$ cat src/rtl/asteroid_split_tree.sv
// Asteroid split-tree controller: slot lifecycle, serial BCD scoring,
// level counter and extra-life pulse for SIZES sizes over 2**(SIZES-1) slots.
module asteroid_split_tree #(
   parameter int SIZES = 3,
   parameter int T_NUM = 4,
   parameter logic [12*SIZES-1:0] PTS_BCD = 36'h100_050_020,
   parameter int SCORE_DIGITS = 5,
   parameter int BONUS_DIGIT = 4,
   localparam int NSLOT = 2**(SIZES-1),
   localparam int SW = (SIZES > 1) ? $clog2(SIZES) : 1,
   localparam int PW = (NSLOT > 1) ? $clog2(NSLOT) : 1,
   localparam int DW = 4*SCORE_DIGITS
) (
   input  logic                clk,
   input  logic                reset,
   input  logic                vsync,
   input  logic                game_continue,
   input  logic                new_level,
   input  logic [NSLOT-1:0]    slot_en,
   input  logic [T_NUM-1:0]    torpedo_en,
   output logic [T_NUM-1:0]    torpedo_hit,
   output logic [NSLOT-1:0]    slot_alive,
   output logic [NSLOT*SW-1:0] slot_size,
   output logic [NSLOT-1:0]    spawn,
   output logic [NSLOT*PW-1:0] spawn_parent,
   output logic [DW-1:0]       score_bcd,
   output logic                score_busy,
   output logic [7:0]          level,
   output logic                level_up,
   output logic                extra_life
);

   typedef enum logic {IDLE, SCORE} state_t;

   state_t              state;
   logic                pend;
   logic [NSLOT-1:0]    hit_acc;
   logic [NSLOT-1:0]    hit_now;
   logic [NSLOT-1:0]    hits;
   logic [PW-1:0]       idx;
   logic [11:0]         pts_q [NSLOT];
   logic                commit;
   logic                reseed;
   logic                any_pts;
   logic [NSLOT-1:0]    alive_n;
   logic [NSLOT-1:0]    spawn_n;
   logic [NSLOT*SW-1:0] size_n;
   logic [NSLOT*PW-1:0] par_n;
   logic [11:0]         pts_n [NSLOT];
   logic [DW-1:0]       sum_bcd;
   logic                bonus;

   function automatic logic [11:0] pts_of(input int s);
      pts_of = '0;
      for (int k = 0; k < SIZES; k++)
         if (s == k) pts_of = PTS_BCD[k*12 +: 12];
   endfunction

   assign torpedo_hit = torpedo_en & {T_NUM{|slot_en}};
   assign hit_now = slot_alive & slot_en
                  & {NSLOT{game_continue & (|torpedo_en)}};
   // hits in the vsync cycle itself still count at commit
   assign hits = (hit_acc | hit_now) & {NSLOT{game_continue}};
   assign commit = (state == IDLE) && (vsync || pend);
   assign score_busy = (state != IDLE);

   always_comb begin
      int s;
      logic [PW-1:0] c;
      s = 0;
      c = '0;
      alive_n = slot_alive;
      size_n = slot_size;
      spawn_n = '0;
      par_n = '0;
      any_pts = 1'b0;
      for (int i = 0; i < NSLOT; i++) begin
         pts_n[i] = '0;
         if (hits[i]) begin
            s = int'(slot_size[i*SW +: SW]);
            pts_n[i] = pts_of(s);
            if (s < SIZES-1) begin
               // child index i+2**s is free while i < 2**s holds
               c = PW'(i + (1 << s));
               size_n[i*SW +: SW] = SW'(s + 1);
               size_n[c*SW +: SW] = SW'(s + 1);
               alive_n[c] = 1'b1;
               spawn_n[i] = 1'b1;
               spawn_n[c] = 1'b1;
               par_n[i*PW +: PW] = PW'(i);
               par_n[c*PW +: PW] = PW'(i);
            end else begin
               alive_n[i] = 1'b0;
            end
         end
         any_pts = any_pts | (pts_n[i] != 12'd0);
      end
      reseed = new_level | ~(|alive_n);
      if (reseed) begin
         alive_n = NSLOT'(1);
         size_n = '0;
         spawn_n = NSLOT'(1);
         par_n = '0;
      end
   end

   always_comb begin
      logic [3:0] a;
      logic [3:0] b;
      logic [4:0] sum;
      logic cy;
      logic [DW-1:0] addend;
      addend = DW'(pts_q[idx]);
      a = '0;
      b = '0;
      sum = '0;
      cy = 1'b0;
      sum_bcd = '0;
      bonus = 1'b0;
      for (int d = 0; d < SCORE_DIGITS; d++) begin
         a = score_bcd[4*d +: 4];
         b = addend[4*d +: 4];
         if (d == BONUS_DIGIT) bonus = cy | (b != 4'd0);
         sum = {1'b0, a} + {1'b0, b} + {4'd0, cy};
         if (sum > 5'd9) begin
            sum_bcd[4*d +: 4] = 4'(sum - 5'd10);
            cy = 1'b1;
         end else begin
            sum_bcd[4*d +: 4] = sum[3:0];
            cy = 1'b0;
         end
      end
      // overflow out of the top digit pins the score at all nines
      if (cy) begin
         sum_bcd = {SCORE_DIGITS{4'h9}};
         bonus = 1'b0;
      end
   end

   always_ff @(posedge clk) begin
      if (reset) begin
         state <= IDLE;
         pend <= 1'b0;
         hit_acc <= '0;
         idx <= '0;
         slot_alive <= NSLOT'(1);
         slot_size <= '0;
         spawn <= '0;
         spawn_parent <= '0;
         score_bcd <= '0;
         level <= '0;
         level_up <= 1'b0;
         extra_life <= 1'b0;
         for (int i = 0; i < NSLOT; i++) pts_q[i] <= '0;
      end else begin
         spawn <= '0;
         level_up <= 1'b0;
         extra_life <= 1'b0;
         hit_acc <= commit ? '0 : (hit_acc | hit_now);
         if (commit) pend <= 1'b0;
         else if (vsync && state != IDLE) pend <= 1'b1;
         unique case (state)
            IDLE: begin
               if (commit) begin
                  slot_alive <= alive_n;
                  slot_size <= size_n;
                  spawn <= spawn_n;
                  spawn_parent <= par_n;
                  for (int i = 0; i < NSLOT; i++) pts_q[i] <= pts_n[i];
                  if (reseed) begin
                     level <= level + 8'd1;
                     level_up <= 1'b1;
                  end
                  idx <= '0;
                  state <= any_pts ? SCORE : IDLE;
               end
            end
            SCORE: begin
               score_bcd <= sum_bcd;
               extra_life <= bonus;
               idx <= idx + 1'b1;
               if (idx == PW'(NSLOT-1)) state <= IDLE;
            end
         endcase
      end
   end

endmodule

$ cat config.mk
export PLATFORM = sky130hd
export DESIGN_NAME = asteroid_split_tree
export DESIGN_NICKNAME = d
export VERILOG_FILES = /design/src/rtl/asteroid_split_tree.sv
export SDC_FILE = /design/constraint.sdc
export NUM_CORES = 1
export LEC_CHECK = 0
export ABC_AREA = 1
export ABC_CLOCK_PERIOD_IN_PS = 12250
export CORE_UTILIZATION = 58
export DETAILED_ROUTE_END_ITERATION = 8
export GPL_TIMING_DRIVEN = 0
export PLACE_DENSITY = 0.85
export SYNTH_ARGS = -nofsm -noshare
export SYNTH_HDL_FRONTEND = slang
export SYNTH_SLANG_ARGS = --single-unit
$ cat constraint.sdc
create_clock -name clk -period 12.25 [get_ports clk]
set_clock_uncertainty 0.2 [all_clocks]
set_input_delay 2.45 -clock clk [delete_from_list [all_inputs] [get_ports clk]]
set_output_delay 2.45 -clock clk [all_outputs]
set_load 0.005 [all_outputs]
Word-level counts from Yosys, hierarchy flattened --
Memory sizes are Yosys's and may differ from the RTL's. A register that Yosys moved wholly into a read port is not among the register bits. Cells that the tools add are included. W data, S select, Z words.
Word-level totals: register bits 62, memories 1, RAM bits 48, output and inout port bits 59, logic and storage cells 234, bits of input ports 13
Operators by class: shift-type cells 16, bitwise operators 25, add/subtract/negate cells 25, equality and inequality tests 10, reduce and logical (&&, ||, !) cells 24, multiplexer cells 103, magnitude comparators 17
Memory list:
- pts_q | depth 4, width 12, rd ports 1, clocked after Yosys merged registers in 1, write ports 4, RTL line 41 | logic [11:0] pts_q [NSLOT];
Operators with widths (number):
- $mux W12 | 16
- $mux W8 | 18
- $neg A3 Y34 | 4
- $shift A2 B34 Y8 const A | 4
- $shiftx A2 B34 Y8 | 4
- $shiftx A2 B34 Y8 const A | 4
- $mux W4 | 18
- $bwmux W8 | 7
- $reduce_bool A12 Y1 | 4
- $or A4 B4 Y4 | 8
- $mux W1 | 26
- $gt A5 B4 Y1 const B | 5
- $mux W6 | 4
- $mux W20 | 1
- $sub A4 B4 Y4 const B | 5
- $eq A2 B2 Y1 const B | 9
- $and A4 B4 Y4 | 4
- $reduce_or A4 Y1 | 4
- $add A4 B4 Y5 | 3
- $lt A2 B3 Y1 const B | 4
- $add A2 B1 Y2 const B | 5
- $add A4 B1 Y5 | 2
- $add A5 B1 Y5 | 2
- $mux W2 | 5
- 22 further kinds | 54

Depth between registers and ports, before layout --
depth in word-level cells 21, depth in mapped cells 38, mapped depth without buffers 38

Worst setup path after synthesis --
Ideal clock, no wire load.
kind reg2reg, from register score_bcd[1], to register score_bcd[10], cell stages (with the launch flop) 37, arrival time 5.526 ns, setup slack 6.454 ns, path through dfxtp_1 > inv_1 > ha_1 > inv_1 > ha_1 > a31o_2 > o21ai_0 > fa_1 > inv_1 > fa_1 > xnor2_1 > nand2_1 > nand2_1 > nand2_1 > inv_1 > fa_1 > inv_1 > ha_1 > o21ai_0 > nand2_1 > ha_1 > ha_1 > xor2_1 > inv_1 > nand2_1 > nand2_1 > nand2_1 > ha_1 > ha_1 > xor2_1 > o21bai_1 > nand2_1 > nor2_2 > inv_1 > a21oi_1 > o21ai_0 > a21oi_1
Between the ends: cells in the longest elaborated chain, start to end 16
Ends and longest elaborated chain:
- start: declaration | RTL line 26 | output logic [DW-1:0] score_bcd,
- start signal: assignment | RTL line 179 | score_bcd <= sum_bcd;
- $add A4 B4 Y5 * | RTL line 124 | sum = {1'b0, a} + {1'b0, b} + {4'd0, cy};
- $gt A5 B4 Y1 * | RTL line 125 | if (sum > 5'd9) begin
- $mux W1 * | RTL line 125
- $add A5 B1 Y5 * | RTL line 124
- $gt A5 B4 Y1 * | RTL line 125
- $mux W1 * | RTL line 125
- $add A5 B1 Y5 * | RTL line 124
- $gt A5 B4 Y1 | RTL line 125
- $mux W1 | RTL line 125
- $add A4 B1 Y5 | RTL line 124
- $gt A5 B4 Y1 | RTL line 125
- $mux W1 | RTL line 125
- $add A4 B1 Y5 | RTL line 124
- $gt A5 B4 Y1 | RTL line 125
- $mux W1 | RTL line 125
- $mux W20 * | RTL line 134 | if (cy) begin
Every way passes the cells marked *; elsewhere a longest branch is shown, timed or not. A chain may end at the register's enable or synchronous reset.

Worst setup path after layout --
from register score_bcd[1], to register score_bcd[14]
Between the ends: cells in the longest elaborated chain, start to end 16
Ends and longest elaborated chain (RTL line):
- $add A4 B4 Y5 * | 124
- $gt A5 B4 Y1 * | 125
- $mux W1 * | 125
- $add A5 B1 Y5 * | 124
- $gt A5 B4 Y1 * | 125
- $mux W1 * | 125
- $add A5 B1 Y5 * | 124
- $gt A5 B4 Y1 * | 125
- $mux W1 * | 125
- $add A4 B1 Y5 * | 124
- $gt A5 B4 Y1 | 125
- $mux W1 | 125
- $add A4 B1 Y5 | 124
- $gt A5 B4 Y1 | 125
- $mux W1 | 125
- $mux W20 * | 134
Marked as above.

==> results.md <==
- Status: completed
- Multiplexer share of the synthesized area: 0
- Pleak: about 0.0024 µW
- Final setup viols: 0
- Seq/Total Area, Yosys: 0.366
- CTS Buf Count: 9
- Layout cells sized above 1: 0.0835
- H-tree depth: 3
- Max_slew headroom: 0.231
- Cell mode on critical path: nand2_1
- Reg clk slew, reported paths: around 0.090 ns
- Worst path slowest cell: fa_1
- Post-route insts no fill: just under 800
- Routed WL: around 11,000 µm
- Global-route wire length before repair: approximately 19,000 µm
- Primary FF master, synth: dfxtp_1
- Total GRT Usage: 0.292
- Initial antenna violation count: 0
- Largest family of logic cells by synthesized area: simple AND/OR/NAND/NOR gates
- RePlAce Congestion: 0.942
- Starting density of the core: 0.608
- Post-CTS Hold Buffers: 0
- Register area: 1640 µm²
- WL per Instance: around 15 µm
- Pwr Density: 95.3 nW/µm²
- Highest routed layer: met4
- CTS Sinks: 76
- CTS tree: done
- I/O Buffers: 71
- Syn_nets: ~650
- DP Cell Count: 766
- Die Y: about 90 µm
- Number of I/O pins: ~70
- Number of diodes: 0
- Simple-Gate Fraction of Synth Area: 0.278
- Hold crit path type: flop to flop
- Core box area: approximately 7400 µm²
- Global route total overflow: 0
- Setup crit start kind: flop
- Post-synthesis register bit count: 76
- RSZ-0062 raised after global routing: no
- Fin crit share: 0.560
- Commonest non-fill, non-tap cell in the layout: nand2_1
- Drc violations: 0
- Final Slew Violations: 0
- Final #Nets: ~730
- Clock latency on the worst-skew pair: 0.36 ns
- CP Max Fanout: 10
- Yosys Warn Count: 0
- DRT iter0 DRCs: between 300 and 400
- Final Util: 0.749
- Post-Syn Area: 4480 µm²
- Worst Path Arrival: 6.94 ns
- First-pass DRT Iterations: 5
- Via count: 4,254
- Vias in the first global route: roughly 4,000
- Met2 routed wirelength: between 5000 and 6000 µm
- Final antenna-violating net count: 0
- Area Growth Syn to Fin: 23.2%
- Deepest clock path buffer count: 2
- Synth unique cells: between 40 and 50
- Mapped Cells: around 600
- Avg Vias per Cell: 5.44
- Crit path time final: slightly below 7 ns
- Setup bufs post-CTS: 0
- M1 WL: between 5000 and 6000 µm
- Pin count of the biggest net entering global routing: 22
- Setup TNS: 0 ns
- Fin. Hold Viols: 0
- Syn Area/Cell: around 7.5 µm²
- Wire length on met3: around 660 µm
- Critical path's largest stage delay: between 0.4 and 0.5 ns
- FP Rows: 31
- Setup crit end kind: flop
- Most used cells in the layout excluding fill and tap cells: nand2_1, inv_1, clkdlybuf4s50_1
- WP data required: 12.34 ns
- Xor and xnor area share after synthesis: 0.0234
- DP Wirelength: ~8600 µm
- Fmax: approximately 150 MHz
- Post-CTS Resized: 0
- Clk root buf: clkbuf_8
- EDFF count, synth: 12
- Post-synthesis adder-cell area fraction: 0.108
- VDD IR-drop max: approximately 0.054 mV
- Area of the multi-input gates: around 2400 µm²
- Die area: 8080 µm²
- Crit Path Category: flop to flop
- Post-synth ARST share: 0
- Fill cell count: ~580
- Tightest Pin Transition: approximately 1.2 ns
- Max cap viols: 0
- DIE WIDTH: 89.9 µm
- Compound-cell area share of the yosys netlist: 0.134
-- cell type report --
| cell class | count | share of cell area |
|---|---|---|
| Sequential cell | 76 | 0.297 |
| Clock inverter | 4 | 0.00521 |
| Clock buffer | 12 | 0.0319 |
| Buffer | 12 | 0.0138 |
| Tap cell | 99 | 0.0224 |
| Inverter | 87 | 0.0591 |
| Timing Repair Buffer | 71 | 0.129 |
| Multi-Input combinational cell | 421 | 0.442 |
-- cell usage after synthesis, types with 2 or more instances --
library cell | instances | share of area
a21oi_1 | 43 | 0.048
a21oi_2 | 2 | 0.0039
a221oi_1 | 2 | 0.0039
a31oi_1 | 4 | 0.0056
buf_6 | 2 | 0.0050
clkbuf_1 | 7 | 0.0059
clkinv_1 | 3 | 0.0025
dfxtp_1 | 64 | 0.29
edfxtp_1 | 12 | 0.080
fa_1 | 3 | 0.013
ha_1 | 34 | 0.095
inv_1 | 81 | 0.068
inv_2 | 3 | 0.0025
nand2_1 | 120 | 0.10
nand2_2 | 5 | 0.0070
nand2_4 | 7 | 0.018
nand3_1 | 35 | 0.039
nand3_2 | 8 | 0.018
nand3b_1 | 2 | 0.0033
nand4_1 | 5 | 0.0070
nor2_1 | 61 | 0.051
nor2_2 | 4 | 0.0056
nor2_4 | 3 | 0.0075
nor3_1 | 11 | 0.012
o211ai_1 | 3 | 0.0050
o21ai_0 | 32 | 0.036
o21ai_1 | 7 | 0.0078
o221ai_1 | 2 | 0.0039
o22ai_1 | 5 | 0.0070
xnor2_1 | 2 | 0.0039
xor2_1 | 10 | 0.020
-- worst paths after layout --
| path | slack, ns | cells after the start | startpoint | end |
|---|---|---|---|---|
| min reg2reg | 0.26 | 2 | spawn_parent[0] | spawn_parent[0] |
| max reg2reg | 5.40 | 37 | score_bcd[1] | score_bcd[14] |
| max | 5.40 | 37 | score_bcd[1] | score_bcd[14] |
| min | 0.26 | 2 | spawn_parent[0] | spawn_parent[0] |
-- per-layer routing --
layer / up-vias / track usage
met2: 153 / 0.469
met4: 0 / 0.114
met1: 1964 / 0.406
met3: 26 / 0.0321
li1: 2111 / -
met5: - / 0
-- worst max-delay path, delay by kind of cell (launching register included) --
family	cells	cell delay, ns
flip-flops	1	0.33
AND/OR/NAND/NOR	9	1.29
AO/OA/AOI/OAI	7	1.23
adder cells (fa/ha/maj)	10	2.27
XOR/XNOR	4	0.79
buffers and inverters	7	0.67
-- report_power, final --
group / internal (µW) / switching (µW)
Clock: 97.5 / 99.8
Sequential: 260 / 4.86
Combinational: 25.9 / 38.3
Total: 383 / 143
-- cell families after synthesis --
logic type	count (synthesis)
flops	76
simple gates	265
fa+ha+maj	37
buf+inv	99
compound gates	107
xor+xnor	12
-- flip-flops by register name (all words and copies together) (netlist names), named ones only --
register / flops
pend: 1
score_busy: 1
spawn: 4
slot_alive: 4
extra_life: 1
level: 8
pts_q: 12
score_bcd: 20
level_up: 1
idx: 2
spawn_parent: 8
slot_size: 8
hit_acc: 4
-- through the flow --
step	total power (µW)	hold slack [ns]	setup WS [ns]	area, µm²
2_1_floorplan	308	0.245	6.45	4480
4_1_cts	526	0.261	5.47	5520
6_report	526	0.259	5.40	5520
5_1_grt	544	0.288	4.92	5520
3_5_place_dp	334	0.238	5.53	5320
3_3_place_gp	331	0.240	5.63	5320
Power figures use the tool's default switching activity.
